<file path="src/rtl/alu_seq_ctrl_pkg.sv">
// Shared types for the byte-serial ALU sequencer: ALU opcode mnemonics and sequencer states.
package alu_seq_ctrl_pkg;

  typedef enum logic [2:0] {
    kADD = 3'd0,
    kLSH = 3'd1,
    kRSH = 3'd2,
    kXOR = 3'd3,
    kAND = 3'd4
  } op_mne;

  typedef enum logic [1:0] {
    S_IDLE = 2'd0,
    S_RUN  = 2'd1,
    S_FIN  = 2'd2
  } seq_state_t;

endpackage

</file>
<file path="src/rtl/alu_seq_ctrl.sv">
// Drives an external 8-bit ALU one byte per cycle to execute a WORDS-byte command.
// Optional macro ALU_SEQ_OVF_EN adds a two's-complement overflow output for ADD.
module alu_seq_ctrl
  import alu_seq_ctrl_pkg::*;
#(
  parameter int WORDS = 2
) (
  input  logic               CLK,
  input  logic               RESET_N,
  input  logic               START,
  input  logic [2:0]         CMD_OP,
  input  logic               CIN,
  input  logic [8*WORDS-1:0] OPA,
  input  logic [8*WORDS-1:0] OPB,
  input  logic               ABORT,
  output logic               BUSY,
  output logic               DONE,
  output logic [8*WORDS-1:0] RESULT,
  output logic               CARRY,
  output logic               ZF,
  output logic [7:0]         ALU_A,
  output logic [7:0]         ALU_B,
  output logic [2:0]         ALU_OP,
  output logic               ALU_SC_IN,
  input  logic [7:0]         ALU_OUT,
  input  logic               ALU_SC_OUT,
  input  logic               ALU_ZERO
`ifdef ALU_SEQ_OVF_EN
  ,
  output logic               OVF
`endif
);

  localparam int W  = 8 * WORDS;
  localparam int IW = (WORDS > 1) ? $clog2(WORDS) : 1;

  seq_state_t      state, nxt;
  logic [IW-1:0]   idx;
  logic [W-1:0]    opa_q, opb_q, res_acc, res_q;
  logic [2:0]      op_q;
  logic            cry, zacc, carry_q, zf_q;
  logic            accept, done, last, is_rsh;

  assign accept = (state == S_IDLE) && START && !ABORT;
  assign done   = (state == S_FIN) && !ABORT;
  assign is_rsh = (op_q == kRSH);
  assign last   = is_rsh ? (idx == '0) : (idx == IW'(WORDS - 1));

  always_comb begin
    nxt = state;
    case (state)
      S_IDLE:  if (accept) nxt = S_RUN;
      S_RUN:   if (ABORT) nxt = S_IDLE; else if (last) nxt = S_FIN;
      S_FIN:   nxt = S_IDLE;
      default: nxt = S_IDLE;
    endcase
  end

  always_comb begin
    ALU_A     = '0;
    ALU_B     = '0;
    ALU_OP    = '0;
    ALU_SC_IN = 1'b0;
    if (state == S_RUN) begin
      ALU_A     = opa_q[int'(idx)*8 +: 8];
      ALU_B     = opb_q[int'(idx)*8 +: 8];
      ALU_OP    = op_q;
      ALU_SC_IN = cry;
    end
  end

`ifdef ALU_SEQ_OVF_EN
  logic ovf_acc, ovf_q;
  assign OVF = done ? ovf_acc : ovf_q;
`endif

  always_ff @(posedge CLK) begin
    if (!RESET_N) begin
      state   <= S_IDLE;
      idx     <= '0;
      opa_q   <= '0;
      opb_q   <= '0;
      op_q    <= '0;
      res_acc <= '0;
      res_q   <= '0;
      cry     <= 1'b0;
      zacc    <= 1'b0;
      carry_q <= 1'b0;
      zf_q    <= 1'b0;
`ifdef ALU_SEQ_OVF_EN
      ovf_acc <= 1'b0;
      ovf_q   <= 1'b0;
`endif
    end else begin
      state <= nxt;
      if (accept) begin
        opa_q   <= OPA;
        opb_q   <= OPB;
        op_q    <= CMD_OP;
        cry     <= CIN;
        zacc    <= 1'b1;
        res_acc <= '0;
        idx     <= (CMD_OP == kRSH) ? IW'(WORDS - 1) : '0;
`ifdef ALU_SEQ_OVF_EN
        ovf_acc <= 1'b0;
`endif
      end
      if (state == S_RUN) begin
        res_acc[int'(idx)*8 +: 8] <= ALU_OUT;
        cry  <= ALU_SC_OUT;
        zacc <= zacc & ALU_ZERO;
        if (!last) idx <= is_rsh ? idx - IW'(1) : idx + IW'(1);
`ifdef ALU_SEQ_OVF_EN
        // Sign bits of the top byte give the whole-word overflow for ADD.
        if (op_q == kADD && idx == IW'(WORDS - 1))
          ovf_acc <= (ALU_A[7] == ALU_B[7]) && (ALU_OUT[7] != ALU_A[7]);
`endif
      end
      // Visible outputs only change on a completed command, so ABORT keeps the old result.
      if (done) begin
        res_q   <= res_acc;
        carry_q <= cry;
        zf_q    <= zacc;
`ifdef ALU_SEQ_OVF_EN
        ovf_q   <= ovf_acc;
`endif
      end
    end
  end

  assign BUSY   = (state != S_IDLE);
  assign DONE   = done;
  assign RESULT = done ? res_acc : res_q;
  assign CARRY  = done ? cry     : carry_q;
  assign ZF     = done ? zacc    : zf_q;

endmodule
</file>
<file path="config.mk">
export PLATFORM = sky130hd
export DESIGN_NAME = alu_seq_ctrl
export DESIGN_NICKNAME = d
export VERILOG_FILES = /design/src/rtl/alu_seq_ctrl_pkg.sv /design/src/rtl/alu_seq_ctrl.sv
export SDC_FILE = /design/constraint.sdc
export NUM_CORES = 1
export LEC_CHECK = 0
export CELL_PAD_IN_SITES_DETAIL_PLACEMENT = 1
export CELL_PAD_IN_SITES_GLOBAL_PLACEMENT = 2
export CORE_MARGIN = 4
export CORE_UTILIZATION = 30
export CTS_CLUSTER_SIZE = 12
export DETAILED_ROUTE_END_ITERATION = 8
export GPL_TIMING_DRIVEN = 0
export PLACE_DENSITY_LB_ADDON = 0.1
export REMOVE_ABC_BUFFERS = 1
export SYNTH_ARGS = -nofsm -noshare
export SYNTH_HDL_FRONTEND = slang
export SYNTH_SLANG_ARGS = --single-unit
export TNS_END_PERCENT = 1
</file>
<file path="constraint.sdc">
create_clock -name CLK -period 2.5 [get_ports CLK]
set_input_delay 0.625 -clock CLK [delete_from_list [all_inputs] [get_ports CLK]]
set_output_delay 0.625 -clock CLK [all_outputs]
set_load 0.05 [all_outputs]
</file>
==> metrics list <==
- Kind of launch point of the worst setup path: input pin
- After detailed routing, the total wire length is 8530 µm.
* Maximum number of pins on one net before global-route repair: 56
- The core region is 10400 µm².
- Synthesis inferred 74 register bits.
* Clock tree from TritonCTS: yes
- Along the worst path, the maximum fanout reaches 7.
* Maximum buffer depth of the clock tree: 2
* Syn. warnings: 0
* Final core utilization: 0.423
- Average instance area after synthesis: 9.07 µm²
- The smallest clock period supported by the final layout is computed as 2.45 ns.
- Max Clk Rate: 408 MHz
- Setup repair after global routing could not meet its margin everywhere.
- Of the cells placed in the final design, the portion with a size suffix greater than 1 is 0.204.
- Hold_buf cts: 0
- In this run the critical register-to-register path is launched from state[0].
- Routed WL per cell: 14.9 µm
- The library cells used most frequently in the layout, excluding fill and tap cells, are sky130_fd_sc_hd__nand2_1, sky130_fd_sc_hd__dfxtp_1, sky130_fd_sc_hd__clkdlybuf4s50_1, sky130_fd_sc_hd__a21boi_0.
* Total count of hold-check failures in the final report: 0
* Post-synth top flop: sky130_fd_sc_hd__dfxtp_1
- Instance area at placement: 4160 µm²
- The worst register-to-register path ends at opb_q[8].
- The critical path in this run is classified as in2out.
* Most frequent standard cell in the layout excluding fill and tap cells: sky130_fd_sc_hd__nand2_1
- Max-slew headroom at the worst pin: 0.591
- Yosys cell types: 31
- Max-slew violation count: 0
- Register share of total power: 0.486
- Worst-path clk slew: 0.08 ns
* Layout filler cell count: 1232
- Total GRT Usage: 0.143
- Top Ports: 90
* Flop-to-flop setup slack: 0.79 ns
- In the routed layout, each cell is associated on average with a via count of 4.64.
- Input/output buffers: 89
- The later pin in the worst-skew pair is clocked with a latency of 0.35 ns.
- Routability congestion estimate: 0.740
- For the worst flop-to-flop path, the logic depth is 5.
- Leakage power total: 1.62 nW
- Measured along the x axis, the die boundary spans 112 µm.
* Post-synth EDFFs: 0
- For the worst setup path, the data required time is 1.88 ns.
- In the finished design, the share of the clock period the worst path needs comes to 0.981.
* Y dimension of the die: 112 µm
- Hold/Removal Path Class: reg2reg
- The tree is rooted in a sky130_fd_sc_hd__clkbuf_8.
* ANT nets after route: 0
- Transition time at the pin with the least slew margin: 0.614 ns
- Of the total power, the clock network draws 0.410.
- The initial utilization of the core area, before any placement, comes to 0.311.
- Internal power: 1.94 mW
* Synthesized instance count: 355
- Capturing element type of the critical path: output port
* Clock Skew: 0.00695 ns
* WP data arrival: 1.83 ns
- Number of levels the H-tree was split into: 3
- Setup violations remaining at the end of the flow were counted as 0.
- The pre-antenna-repair detailed-routing pass consisted of 4 iterations.
- In this run, the number of DRC markers left after iteration 0 of detailed routing was 70.
- 0 antenna diodes ended up in the layout.
- Reported net switching power: 0.635 mW
* Initial antenna violation count: 0
- Worst Setup EP: RESULT[12]
- Global routing finished with a remaining overflow of 0.
* Switching power as a share of total power: 0.246
- Once detailed placement completed, the half-perimeter wirelength came to 5870 µm.
* Total clock buffers created by CTS: 9
- DRC violation count after routing: 0
* First-pass GRT wire length: 14300 µm
* Netlist area before placement: 3220 µm²
- Net count, final: 482
- In this run the core area contains 37 standard-cell rows.
- Power density of the placed cells: 587 nW/µm²
* Share of power burned in combinational logic: 0.104
- The tool flagged a number of max-cap violations equal to 0.
* Die Footprint: 12500 µm²
- IR analysis of the VDD net gives a maximum drop of 261 µV.
- Finished Cell Area: 4390 µm²
- Number of sinks on the clock net: 74
- Across all layers, the routed design uses 2660 vias.
- Share of synthesized registers carrying an async set or reset: 0
- Area added between synthesis and finish: 36.3%
- Launch point of the worst path: ABORT
- The run finished with clean final reports.
- Number of global-route vias before repair: 2808
- Of the synthesized area, sequential elements account for 0.460.
-- state kept, by name (all words and copies together), names as in the netlist --
name     count
op_q         3
carry_q      1
idx          1
zacc         1
opa_q       16
zf_q         1
opb_q       16
res_acc     16
state        2
cry          1
res_q       16
-- stage by stage --
step	setup slack, ns	instances	hold WS [ns]	TNS (ns)	power, mW
floorplan	-1.87	326	0.435	-63.00	1.40
global placement	-2.88	551	0.449	-173.63	1.55
detailed placement	-1.39	555	0.457	-35.89	1.56
CTS	-0.0152	573	0.468	-0.0152	2.62
global route	-0.0442	573	0.485	-0.332	2.70
finish	0.0483	573	0.464	0	2.58
-- cell usage after synthesis (all sizes together), types with 4 or more instances --
cell,count,share of area
clkbuf,16,0.025
mux2i,16,0.050
nor3b,4,0.011
and2,22,0.043
nand2,89,0.10
mux2,18,0.063
a21boi,52,0.12
nand3,16,0.025
dfxtp,74,0.46
nor2,16,0.019
buf,13,0.033
-- worst min path at each step --
stage	start	end	slack [ns]	depth (start not counted)
finish	opb_q[14]	opb_q[14]	0.46	2
global route	opb_q[11]	opb_q[11]	0.48	2
CTS	opb_q[14]	opb_q[14]	0.47	2
detailed placement	opb_q[14]	opb_q[14]	0.46	2
global placement	opb_q[14]	opb_q[14]	0.45	2
floorplan	opb_q[14]	opb_q[14]	0.43	2
-- power by group through the flow --
stage	Clock, mW	Sequential [mW]	Combinational (mW)
after global placement	0	1.28	0.272
final	1.06	1.25	0.269
after detailed placement	0	1.28	0.278
after global routing	1.14	1.26	0.298
after floorplan	0	1.27	0.129
after CTS	1.09	1.25	0.275
-- layer usage --
| metal | GRT usage | vias up | part of all wire |
|---|---|---|---|
| met2 | 0.248 | 57 | 0.50 |
| met5 | 0 | - | 0 |
| met3 | 0.0370 | 12 | 0.054 |
| met4 | 0.0584 | 0 | 0.019 |
| li1 | - | 1330 | - |
| met1 | 0.168 | 1261 | 0.43 |
-- area by class of cell --
| cell class | instances | area (µm²) | area share |
|---|---|---|---|
| Clock buffer | 10 | 138 | 0.0314 |
| Clock inverter | 6 | 90.1 | 0.0205 |
| Multi-Input combinational cell | 252 | 1590 | 0.361 |
| Sequential cell | 74 | 1490 | 0.340 |
| Tap cell | 136 | 170 | 0.0388 |
| Timing Repair Buffer | 95 | 916 | 0.209 |
-- cell families after synthesis --
family,count (synthesis),synth area share
flip-flops,74,0.460
multiplexers,34,0.113
buffers and inverters,29,0.0575
AO/OA/AOI/OAI,59,0.137
XOR/XNOR,1,0.00272
AND/OR/NAND/NOR,158,0.230
-- worst max-delay path, cell delays in order --
cell,delay (ns)
sky130_fd_sc_hd__buf_2,0.14
sky130_fd_sc_hd__nor3b_4,0.34
sky130_fd_sc_hd__buf_6,0.20
sky130_fd_sc_hd__mux2_2,0.36
sky130_fd_sc_hd__buf_6,0.16
-- repair_timing --
action / 4_1_cts / 5_1_grt
gates resized for setup: 166 / 36
buffers inserted: 1 / 0
cloned: 1 / 0
endpoints found under the setup margin: 40 / 34
pin swaps: 1 / 0
Power figures use the tool's default switching activity.
